--- config.mk ---
export PLATFORM = sky130hd
export DESIGN_NAME = pic_fetch_pc_flat
export DESIGN_NICKNAME = d
export VERILOG_FILES = /design/src/rtl/pic_fetch_pc_pkg.sv /design/src/rtl/pic_fetch_pc_if.sv /design/src/rtl/pic_fetch_pc_stack.sv /design/src/rtl/pic_fetch_pc.sv /design/src/flat_wrapper.sv
export SDC_FILE = /design/constraint.sdc
export NUM_CORES = 1
export LEC_CHECK = 0
export BUFFER_PORTS_ARGS = -buffer_cell sky130_fd_sc_hd__buf_2
export CAP_MARGIN = 20
export CORE_MARGIN = 2
export CORE_UTILIZATION = 40
export CTS_CLUSTER_SIZE = 20
export DETAILED_ROUTE_END_ITERATION = 7
export SLEW_MARGIN = 20
export SYNTH_ARGS = -nofsm -noshare
export SYNTH_HDL_FRONTEND = slang
export SYNTH_HIERARCHICAL = 1
export SYNTH_SLANG_ARGS = --single-unit
--- constraint.sdc ---
create_clock -name clk -period 2.57 [get_ports clk]
set_input_delay 0.257 -clock clk [delete_from_list [all_inputs] [get_ports clk]]
set_output_delay 0.257 -clock clk [all_outputs]
set_load 0.01 [all_outputs]
--- src/rtl/pic_fetch_pc_pkg.sv ---
// Shared definitions for the PIC16F-style fetch path: op encodings and core sizes.
package pic_defines;

  localparam int PIC_ADDR_WIDTH  = 13;
  localparam int PIC_STACK_DEPTH = 8;
  localparam int PIC_LIT_WIDTH   = 11;

  // Codes 6 and 7 are left unnamed; the fetch unit treats them as OP_INC.
  typedef enum logic [2:0] {
    OP_INC    = 3'd0,
    OP_GOTO   = 3'd1,
    OP_CALL   = 3'd2,
    OP_RETURN = 3'd3,
    OP_SKIP   = 3'd4,
    OP_PCL_WR = 3'd5
  } op_e;

  function automatic logic is_transfer(input logic [2:0] op);
    return op inside {OP_GOTO, OP_CALL, OP_RETURN, OP_SKIP, OP_PCL_WR};
  endfunction

endpackage

--- src/rtl/pic_fetch_pc_if.sv ---
// Control/fetch bundle between the decode stage (master) and pic_fetch_pc (slave).
interface pic_fetch_pc_if #(
  parameter int ADDR_WIDTH = 13,
  parameter int LIT_WIDTH  = 11
);

  logic                  pc_en;
  logic [2:0]            op;
  logic [LIT_WIDTH-1:0]  lit;
  logic [4:0]            pclath;
  logic [7:0]            pcl_wdata;
  logic [ADDR_WIDTH-1:0] pc;
  logic                  pmem_rd_en;
  logic                  pmem_flush;
  logic                  stack_ovf;
  logic                  stack_unf;

  modport master (
    output pc_en, op, lit, pclath, pcl_wdata,
    input  pc, pmem_rd_en, pmem_flush, stack_ovf, stack_unf
  );

  modport slave (
    input  pc_en, op, lit, pclath, pcl_wdata,
    output pc, pmem_rd_en, pmem_flush, stack_ovf, stack_unf
  );

endinterface

--- src/rtl/pic_fetch_pc_stack.sv ---
// Circular PIC return stack; the depth counter and sticky ovf/unf flags exist
// only when PIC_STACK_FLAGS_EN is defined, otherwise the flags are tied low.
module pic_return_stack #(
  parameter int ADDR_WIDTH  = 13,
  parameter int STACK_DEPTH = 8
) (
  input  logic                  clk,
  input  logic                  rst,
  input  logic                  push,
  input  logic                  pop,
  input  logic [ADDR_WIDTH-1:0] push_data,
  output logic [ADDR_WIDTH-1:0] pop_data,
  output logic                  ovf,
  output logic                  unf
);

  localparam int PTR_W = $clog2(STACK_DEPTH);

  logic [ADDR_WIDTH-1:0] stack [STACK_DEPTH];
  logic [PTR_W-1:0]      sp;

  // The pointer wraps freely, so a ninth push silently overwrites the oldest entry.
  always_ff @(posedge clk) begin
    if (rst) begin
      sp <= '0;
      for (int i = 0; i < STACK_DEPTH; i++) stack[i] <= '0;
    end else if (push) begin
      stack[sp] <= push_data;
      sp        <= sp + PTR_W'(1);
    end else if (pop) begin
      sp <= sp - PTR_W'(1);
    end
  end

  assign pop_data = stack[sp - PTR_W'(1)];

`ifdef PIC_STACK_FLAGS_EN
  logic [PTR_W:0] depth;
  logic           ovf_q;
  logic           unf_q;

  // Depth saturates at both ends; the stack itself keeps wrapping regardless.
  always_ff @(posedge clk) begin
    if (rst) begin
      depth <= '0;
      ovf_q <= 1'b0;
      unf_q <= 1'b0;
    end else if (push) begin
      if (depth == (PTR_W+1)'(STACK_DEPTH)) ovf_q <= 1'b1;
      else                                  depth <= depth + 1'b1;
    end else if (pop) begin
      if (depth == '0) unf_q <= 1'b1;
      else             depth <= depth - 1'b1;
    end
  end

  assign ovf = ovf_q;
  assign unf = unf_q;
`else
  assign ovf = 1'b0;
  assign unf = 1'b0;
`endif

endmodule

--- src/rtl/pic_fetch_pc.sv ---
// PIC16F-style program counter and fetch controller with two-cycle control transfers.
// Optional sticky stack flags are enabled by defining PIC_STACK_FLAGS_EN.
module pic_fetch_pc
  import pic_defines::*;
#(
  parameter int ADDR_WIDTH  = PIC_ADDR_WIDTH,
  parameter int STACK_DEPTH = PIC_STACK_DEPTH,
  parameter int LIT_WIDTH   = PIC_LIT_WIDTH
) (
  input logic          clk,
  input logic          rst,
  pic_fetch_pc_if.slave bus
);

  logic [ADDR_WIDTH-1:0] pc_q;
  logic [ADDR_WIDTH-1:0] next_pc;
  logic [ADDR_WIDTH-1:0] pop_data;
  logic                  push_req;
  logic                  pop_req;

  // pc_q already holds the return address when CALL executes, so it is pushed as-is.
  always_comb begin
    next_pc  = pc_q + ADDR_WIDTH'(1);
    push_req = 1'b0;
    pop_req  = 1'b0;
    case (bus.op)
      OP_GOTO:   next_pc = ADDR_WIDTH'({bus.pclath[4:3], bus.lit[LIT_WIDTH-1:0]});
      OP_CALL: begin
        next_pc  = ADDR_WIDTH'({bus.pclath[4:3], bus.lit[LIT_WIDTH-1:0]});
        push_req = 1'b1;
      end
      OP_RETURN: begin
        next_pc = pop_data;
        pop_req = 1'b1;
      end
      OP_PCL_WR: next_pc = ADDR_WIDTH'({bus.pclath, bus.pcl_wdata});
      default:   next_pc = pc_q + ADDR_WIDTH'(1);
    endcase
  end

  always_ff @(posedge clk) begin
    if (rst)            pc_q <= '0;
    else if (bus.pc_en) pc_q <= next_pc;
  end

  pic_return_stack #(
    .ADDR_WIDTH  (ADDR_WIDTH),
    .STACK_DEPTH (STACK_DEPTH)
  ) u_stack (
    .clk       (clk),
    .rst       (rst),
    .push      (push_req & bus.pc_en),
    .pop       (pop_req & bus.pc_en),
    .push_data (pc_q),
    .pop_data  (pop_data),
    .ovf       (bus.stack_ovf),
    .unf       (bus.stack_unf)
  );

  // The flush turns the already-fetched wrong-path word into a NOP on the same edge.
  assign bus.pc         = pc_q;
  assign bus.pmem_rd_en = bus.pc_en;
  assign bus.pmem_flush = !rst && bus.pc_en && is_transfer(bus.op);

endmodule

--- src/flat_wrapper.sv ---
// flat-port wrapper written by rule: the top's interface ports become plain ports
module pic_fetch_pc_flat import pic_defines::*;
#(
  parameter int ADDR_WIDTH  = PIC_ADDR_WIDTH,
  parameter int STACK_DEPTH = PIC_STACK_DEPTH,
  parameter int LIT_WIDTH   = PIC_LIT_WIDTH
)
  (clk, rst, bus_pc_en, bus_op, bus_lit, bus_pclath, bus_pcl_wdata, bus_pc, bus_pmem_rd_en, bus_pmem_flush, bus_stack_ovf, bus_stack_unf);
  pic_fetch_pc_if #(.ADDR_WIDTH(ADDR_WIDTH), .LIT_WIDTH(LIT_WIDTH)) bus_i ();
  input logic clk;
  input logic rst;
  input wire logic [$bits(bus_i.pc_en)-1:0] bus_pc_en;
  input wire logic [$bits(bus_i.op)-1:0] bus_op;
  input wire logic [$bits(bus_i.lit)-1:0] bus_lit;
  input wire logic [$bits(bus_i.pclath)-1:0] bus_pclath;
  input wire logic [$bits(bus_i.pcl_wdata)-1:0] bus_pcl_wdata;
  output wire logic [$bits(bus_i.pc)-1:0] bus_pc;
  output wire logic [$bits(bus_i.pmem_rd_en)-1:0] bus_pmem_rd_en;
  output wire logic [$bits(bus_i.pmem_flush)-1:0] bus_pmem_flush;
  output wire logic [$bits(bus_i.stack_ovf)-1:0] bus_stack_ovf;
  output wire logic [$bits(bus_i.stack_unf)-1:0] bus_stack_unf;
  assign bus_i.pc_en = bus_pc_en;
  assign bus_i.op = bus_op;
  assign bus_i.lit = bus_lit;
  assign bus_i.pclath = bus_pclath;
  assign bus_i.pcl_wdata = bus_pcl_wdata;
  assign bus_pc = bus_i.pc;
  assign bus_pmem_rd_en = bus_i.pmem_rd_en;
  assign bus_pmem_flush = bus_i.pmem_flush;
  assign bus_stack_ovf = bus_i.stack_ovf;
  assign bus_stack_unf = bus_i.stack_unf;
  pic_fetch_pc #(.ADDR_WIDTH(ADDR_WIDTH), .STACK_DEPTH(STACK_DEPTH), .LIT_WIDTH(LIT_WIDTH)) u_core (.clk(clk), .rst(rst), .bus(bus_i));
endmodule
# Word-level counts from Yosys, hierarchy flattened
# Memory sizes are Yosys's and may differ from the RTL's.
# Cells that the tools add are included.
dict set report totals {
  register_bits 16
  latchBits 0
  ram_bits 104
  rom_bits 0
  input_bits 30
  output_inout_bits 17
  elab_cells 33
  memories 1
}
# name words width rd rd_ports_with_merged_regs write_ports line
set mem_list {}
lappend mem_list {u_core.u_stack.stack 8 13 1 0 8 pic_fetch_pc_stack.sv:19} ;# logic [ADDR_WIDTH-1:0] stack [STACK_DEPTH];
dict set report op_classes {
  add_sub_neg 3
  n_mul 0
  div 0
  order_cmp 0
  eq_ne 5
  shift 0
  mux 13
  bitwise_logic 2
  n_reduce_logical 7
}
# operator n
set ops {}
lappend ops {{case mux 13 bit (3 select lines)} 1}
lappend ops {{adder 13 x 1 -> 13 bit, second input constant} 1}
lappend ops {{2-to-1 mux 13 bit} 1}
lappend ops {{OR reduction 13 bit} 1}
lappend ops {{2-to-1 mux 3 bit} 3}
lappend ops {{2-to-1 mux 1 bit} 8}
lappend ops {{== test 3 x 2 -> 1 bit, second input constant} 2}
lappend ops {{== test 3 bit, second input constant} 2}
lappend ops {{nonzero test 5 bit} 1}
lappend ops {{adder 3 x 1 -> 3 bit, second input constant} 1}
lappend ops {{== test 3 x 1 -> 1 bit, second input constant} 1}
lappend ops {{subtractor 3 x 1 -> 3 bit, second input constant} 1}
lappend ops {{bitwise AND 1 bit} 2}
lappend ops {{logical AND 1 bit} 2}
lappend ops {{nonzero test 2 bit} 1}
lappend ops {{OR reduction 2 bit} 1}
lappend ops {{logical NOT 1 bit} 1}

# Depth between registers and ports, before layout
dict set report depth {
  ltp_word 8
  ltp_mapped 12
  depth_no_buf 9
}

# Cells and area by module
# Netlist, hierarchy kept.
# module instances cells_per_inst area_each_um2 seq_area_each_um2
set modules_own_cells {}
lappend modules_own_cells {pic_return_stack 1 394 5167.5 3183.1}
lappend modules_own_cells {pic_fetch_pc 1 163 1283.7 260.2}

# Least setup slack after synthesis
# OpenSTA, ideal clock, no wires.
dict set report synth_path {
  path_kind {register to register}
  from {reg u_core.u_stack.sp[0]}
  to {reg u_core.pc_q[12], in the netlist u_core/bus.pc[12]}
  setup_time_ps 134
  arrival_time_ps 2624
  required_time_ps 2436
  slack_ps -188
  stages_incl_launch_ff 13
  n_path_buf 3
  synth_period_minus_slack_ps 2758
  path_cell_list {dfxtp_1 > inv_2 > buf_1 > ha_1 > buf_2 > buf_2 > mux2i_1 > nand3_1 > and4_1 > or4bb_1 > nand4_1 > o21a_1 > o32ai_1}
}
dict set report synth_between {
  elab_chain_cells 3
}
# element line
set synth_lines {}
lappend synth_lines {{start: declaration} pic_fetch_pc_stack.sv:20} ;# logic [PTR_W-1:0] sp;
lappend synth_lines {{start signal: assignment} pic_fetch_pc_stack.sv:29} ;# sp <= sp + PTR_W'(1);
lappend synth_lines {{start signal: assignment} pic_fetch_pc_stack.sv:31} ;# sp <= sp - PTR_W'(1);
lappend synth_lines {{subtractor 3 x 1 -> 3 bit} pic_fetch_pc_stack.sv:35} ;# assign pop_data = stack[sp - PTR_W'(1)];
lappend synth_lines {{memory (8 x 13 bit)} -}
lappend synth_lines {{net u_core.pop_data[12]} pic_fetch_pc.sv:17} ;# logic [ADDR_WIDTH-1:0] pop_data;
lappend synth_lines {{case mux 13 bit (3 select lines)} pic_fetch_pc.sv:26} ;# case (bus.op)
lappend synth_lines {{end signal: assignment} pic_fetch_pc.sv:43} ;# else if (bus.pc_en) pc_q <= next_pc;
lappend synth_lines {{end: declaration} pic_fetch_pc.sv:15} ;# logic [ADDR_WIDTH-1:0] pc_q;
# The timed path passes the listed nets, and every way through them passes these cells.
# A chain may end at the register's enable or synchronous reset.

# Worst setup path in the final report
dict set report layout_path {
  from {reg u_core.u_stack.sp[1]}
  to {reg u_core.pc_q[12], in the netlist u_core/bus.pc[12]}
}
# Same word-level chain as after synthesis.

==> results.json <==
{
  "status": "finished clean",
  "rows": 46,
  "cts.sinks": 120,
  "relSlewSlack": 0.645,
  "antenna_found_initial": 0,
  "syn_to_final_growth_pct": 21.0,
  "drt_wl_total_um": 18800,
  "synth_compound_area_frac": 0.0772,
  "ant_nets": 0,
  "finClkSkew_ps": 8.58,
  "ys.flop_type": "edfxtp_1",
  "final.setup.tns_ps": 0,
  "gr-usage-all-layers": 0.231,
  "drc": 0,
  "synth_area_per_cell_sq_um": 11.6,
  "max-cap-violations": 0,
  "layout.nets": 665,
  "critical_path_class": "reg -> reg",
  "ys_ff_latch": 120,
  "multi_input_area_sq_mm": 0.00277,
  "r2r_end": "u_core/bus.pc[12]",
  "r2r-start": "u_core/u_stack/sp[1]",
  "rrSetupSlack_ps": 110,
  "die_x_um": 131,
  "power.density_mw_per_mm2": 696,
  "holdBufCountCts": 0,
  "synth-edff-count": 104,
  "routed.top_layer": "met4",
  "die-area_sq_mm": 0.0172,
  "hold_path.startpoint": "rst",
  "drt-initial-drc-count": 272,
  "wl_met2_um": 9160,
  "h-tree-depth": 4,
  "coreArea_sq_mm": 0.0158,
  "gr-total-overflow": 0,
  "wl_per_cell_um": 21.8,
  "yosys.area_share.simple": 0.239,
  "fmax_ghz": 0.407,
  "drive_gt1_frac": 0.231,
  "ys_seq_area_frac": 0.534,
  "cts_root_buffer": "clkbuf_16",
  "yosysTopAreaCellShare": 0.484,
  "hold_violations": 0,
  "n_antenna_cell": 0,
  "netlist_top_cells_count": "and2_1, edfxtp_1, mux2i_1",
  "clk_pin_slew_ps": 60,
  "hp-class": "in -> reg",
  "arrival_ps": 2760,
  "synth-xor-area-share": 0.00776,
  "place_ws_ps": 89.1,
  "worst_slack_ps": 112,
  "power_uw": 5440,
  "path_cells": "inv_1 -> ha_4 -> buf_12 -> mux2i_2 -> nand3_1 -> and4_1 -> or4bb_1 -> nand4_1 -> o21a_1 -> o32ai_1",
  "synthTopCellsByArea": "edfxtp_1, and2_1, mux2i_1",
  "setup_viol": 0,
  "grt_first_pass_wirelength_um": 28200,
  "register_area_sq_mm": 0.00344,
  "synth.distinct_cells": 68,
  "insertion_delay_ps": 420,
  "vias": 4742,
  "yosysTopAreaCell": "edfxtp_1",
  "synth_mux_area_frac": 0.0948,
  "viasPerCell": 5.51,
  "ff2ff_path_depth": 10,
  "max_stage_delay_ps": 490,
  "timing.final.crit_period_ps": 2460,
  "yosysMostFrequentCell": "and2_1",
  "maxSlewViolCount": 0,
  "min_to": "u_core/u_stack/sp[1]",
  "ys_warn_count": 6,
  "hold_depth": 2,
  "tightest_slew_ps": 531,
  "cts.path.max_buffers": 2,
  "ir_drop_uv": 423,
  "required_ps": 2870,
  "met1_length_um": 7880,
  "cp_slowest_cell": "or4bb_1",
  "cp-start-kind": "register",
  "leakage_uw": 0.00293,
  "async_flop_share": 0,
  "fin_crit_sh": 0.956,
  "top_level_ports": 47,
  "met3RoutedLength_um": 1320,
  "dpl.hpwl_um": 12900,
  "dr.pass1.iters": 5,
  "synth_fa_ha_area_frac": 0.00582,
  "cp_max_fo": 16,
  "synth_top_family_by_area": "simple AND/OR/NAND/NOR gates",
  "grt_start_max_net_pins": 33,
  "floorplan.initialDensity": 0.408,
  "cts_tree": "yes",
  "synth_cells": 557,
  "fillCellCount": 1406,
  "io_buffers": 44,
  "gp_congestion": 0.876,
  "syn_area_sq_mm": 0.00645,
  "worstSetupEndpointType": "register",
  "die_h_um": 131,
  "numCtsBuffers": 17,
  "first_global_vias": 4586
}
-- area by class of cell --
type	count	area share
clock buffer	23	0.0612
multi-input combinational	386	0.354
clock inverter	9	0.0157
sequential	120	0.441
tap	216	0.0346
inverter	11	0.00529
timing repair buffer	96	0.0878
-- registers in the layout, indices dropped and copies added (netlist names) --
register and cells:
u_core/bus.pc 13, u_core/u_stack/sp 3, u_core/u_stack/stack 104
-- per-stage QoR --
step	instance area [sq um]	instances	util	hold slack, ps
after global placement	7170	825	0.453	494
after global routing	7810	861	0.493	70.8
after floorplan	6490	558	-	433
after CTS	7770	857	0.491	62.2
final	7810	861	0.493	69.9
after detailed placement	7170	825	0.453	505
-- metal layers --
| metal | GRT usage | vias up |
|---|---|---|
| met1 | 0.300 | 2303 |
| li1 | - | 2209 |
| met5 | 0 | - |
| met4 | 0.0820 | 0 |
| met2 | 0.377 | 198 |
| met3 | 0.0566 | 32 |
-- power by group --
group          leakage (uW)  internal [uW]  switching [uW]
Combinational       0.00143            317             461
Sequential          0.00121           2190            36.1
Clock              0.000297           1590             841
Total               0.00293           4100            1340
-- layout by cell type, fill, tap and decap left out, types with 5 or more instances in the layout --
master / netlist / final
mux2i_1: 60 / 59
buf_4: 11 / 46
nor2_1: 18 / 18
o21ai_0: 7 / 7
buf_12: 0 / 6
buf_2: 13 / 44
nand3_1: 56 / 56
edfxtp_1: 104 / 104
nand2_1: 12 / 12
and2_1: 106 / 106
dfxtp_1: 16 / 16
or2_2: 5 / 5
inv_1: 10 / 10
clkinv_2: 0 / 5
a21oi_1: 7 / 7
and4_1: 15 / 15
or2_1: 6 / 6
clkbuf_16: 0 / 17
a2bb2oi_1: 5 / 5
-- worst max-delay path: cells and delay by family (launching register included) --
kind | cells | cell delay, ps
simple gates | 4 | 960
flops | 1 | 330
fa+ha+maj | 1 | 330
buf+inv | 2 | 250
mux | 1 | 240
compound gates | 2 | 210
-- worst max-delay path by stage --
stage                               from                end  cells after the start
floorplan           u_core/u_stack/sp[0]  u_core/bus.pc[12]                     12
global placement    u_core/u_stack/sp[1]  u_core/bus.pc[12]                     10
detailed placement  u_core/u_stack/sp[1]  u_core/bus.pc[12]                     10
CTS                 u_core/u_stack/sp[1]  u_core/bus.pc[12]                     10
global route        u_core/u_stack/sp[1]  u_core/bus.pc[12]                     10
finish              u_core/u_stack/sp[1]  u_core/bus.pc[12]                     10
-- kinds of logic (layout without fill, tap and decap cells) --
logic type | Yosys count | in the layout
other | 1 | 2
buffers and inverters | 52 | 139
AOI/OAI and AO/OA | 62 | 62
DFF | 120 | 120
muxes | 61 | 61
xor gates and xnor gates | 4 | 4
and+or+nand+nor | 254 | 254
adders and majority gates | 3 | 3
-- what timing repair did --
item                       CTS  global route
setup endpoints to repair    0             4
buffers inserted             0             4
gates resized for setup      0             2
Power figures use the tool's default switching activity.
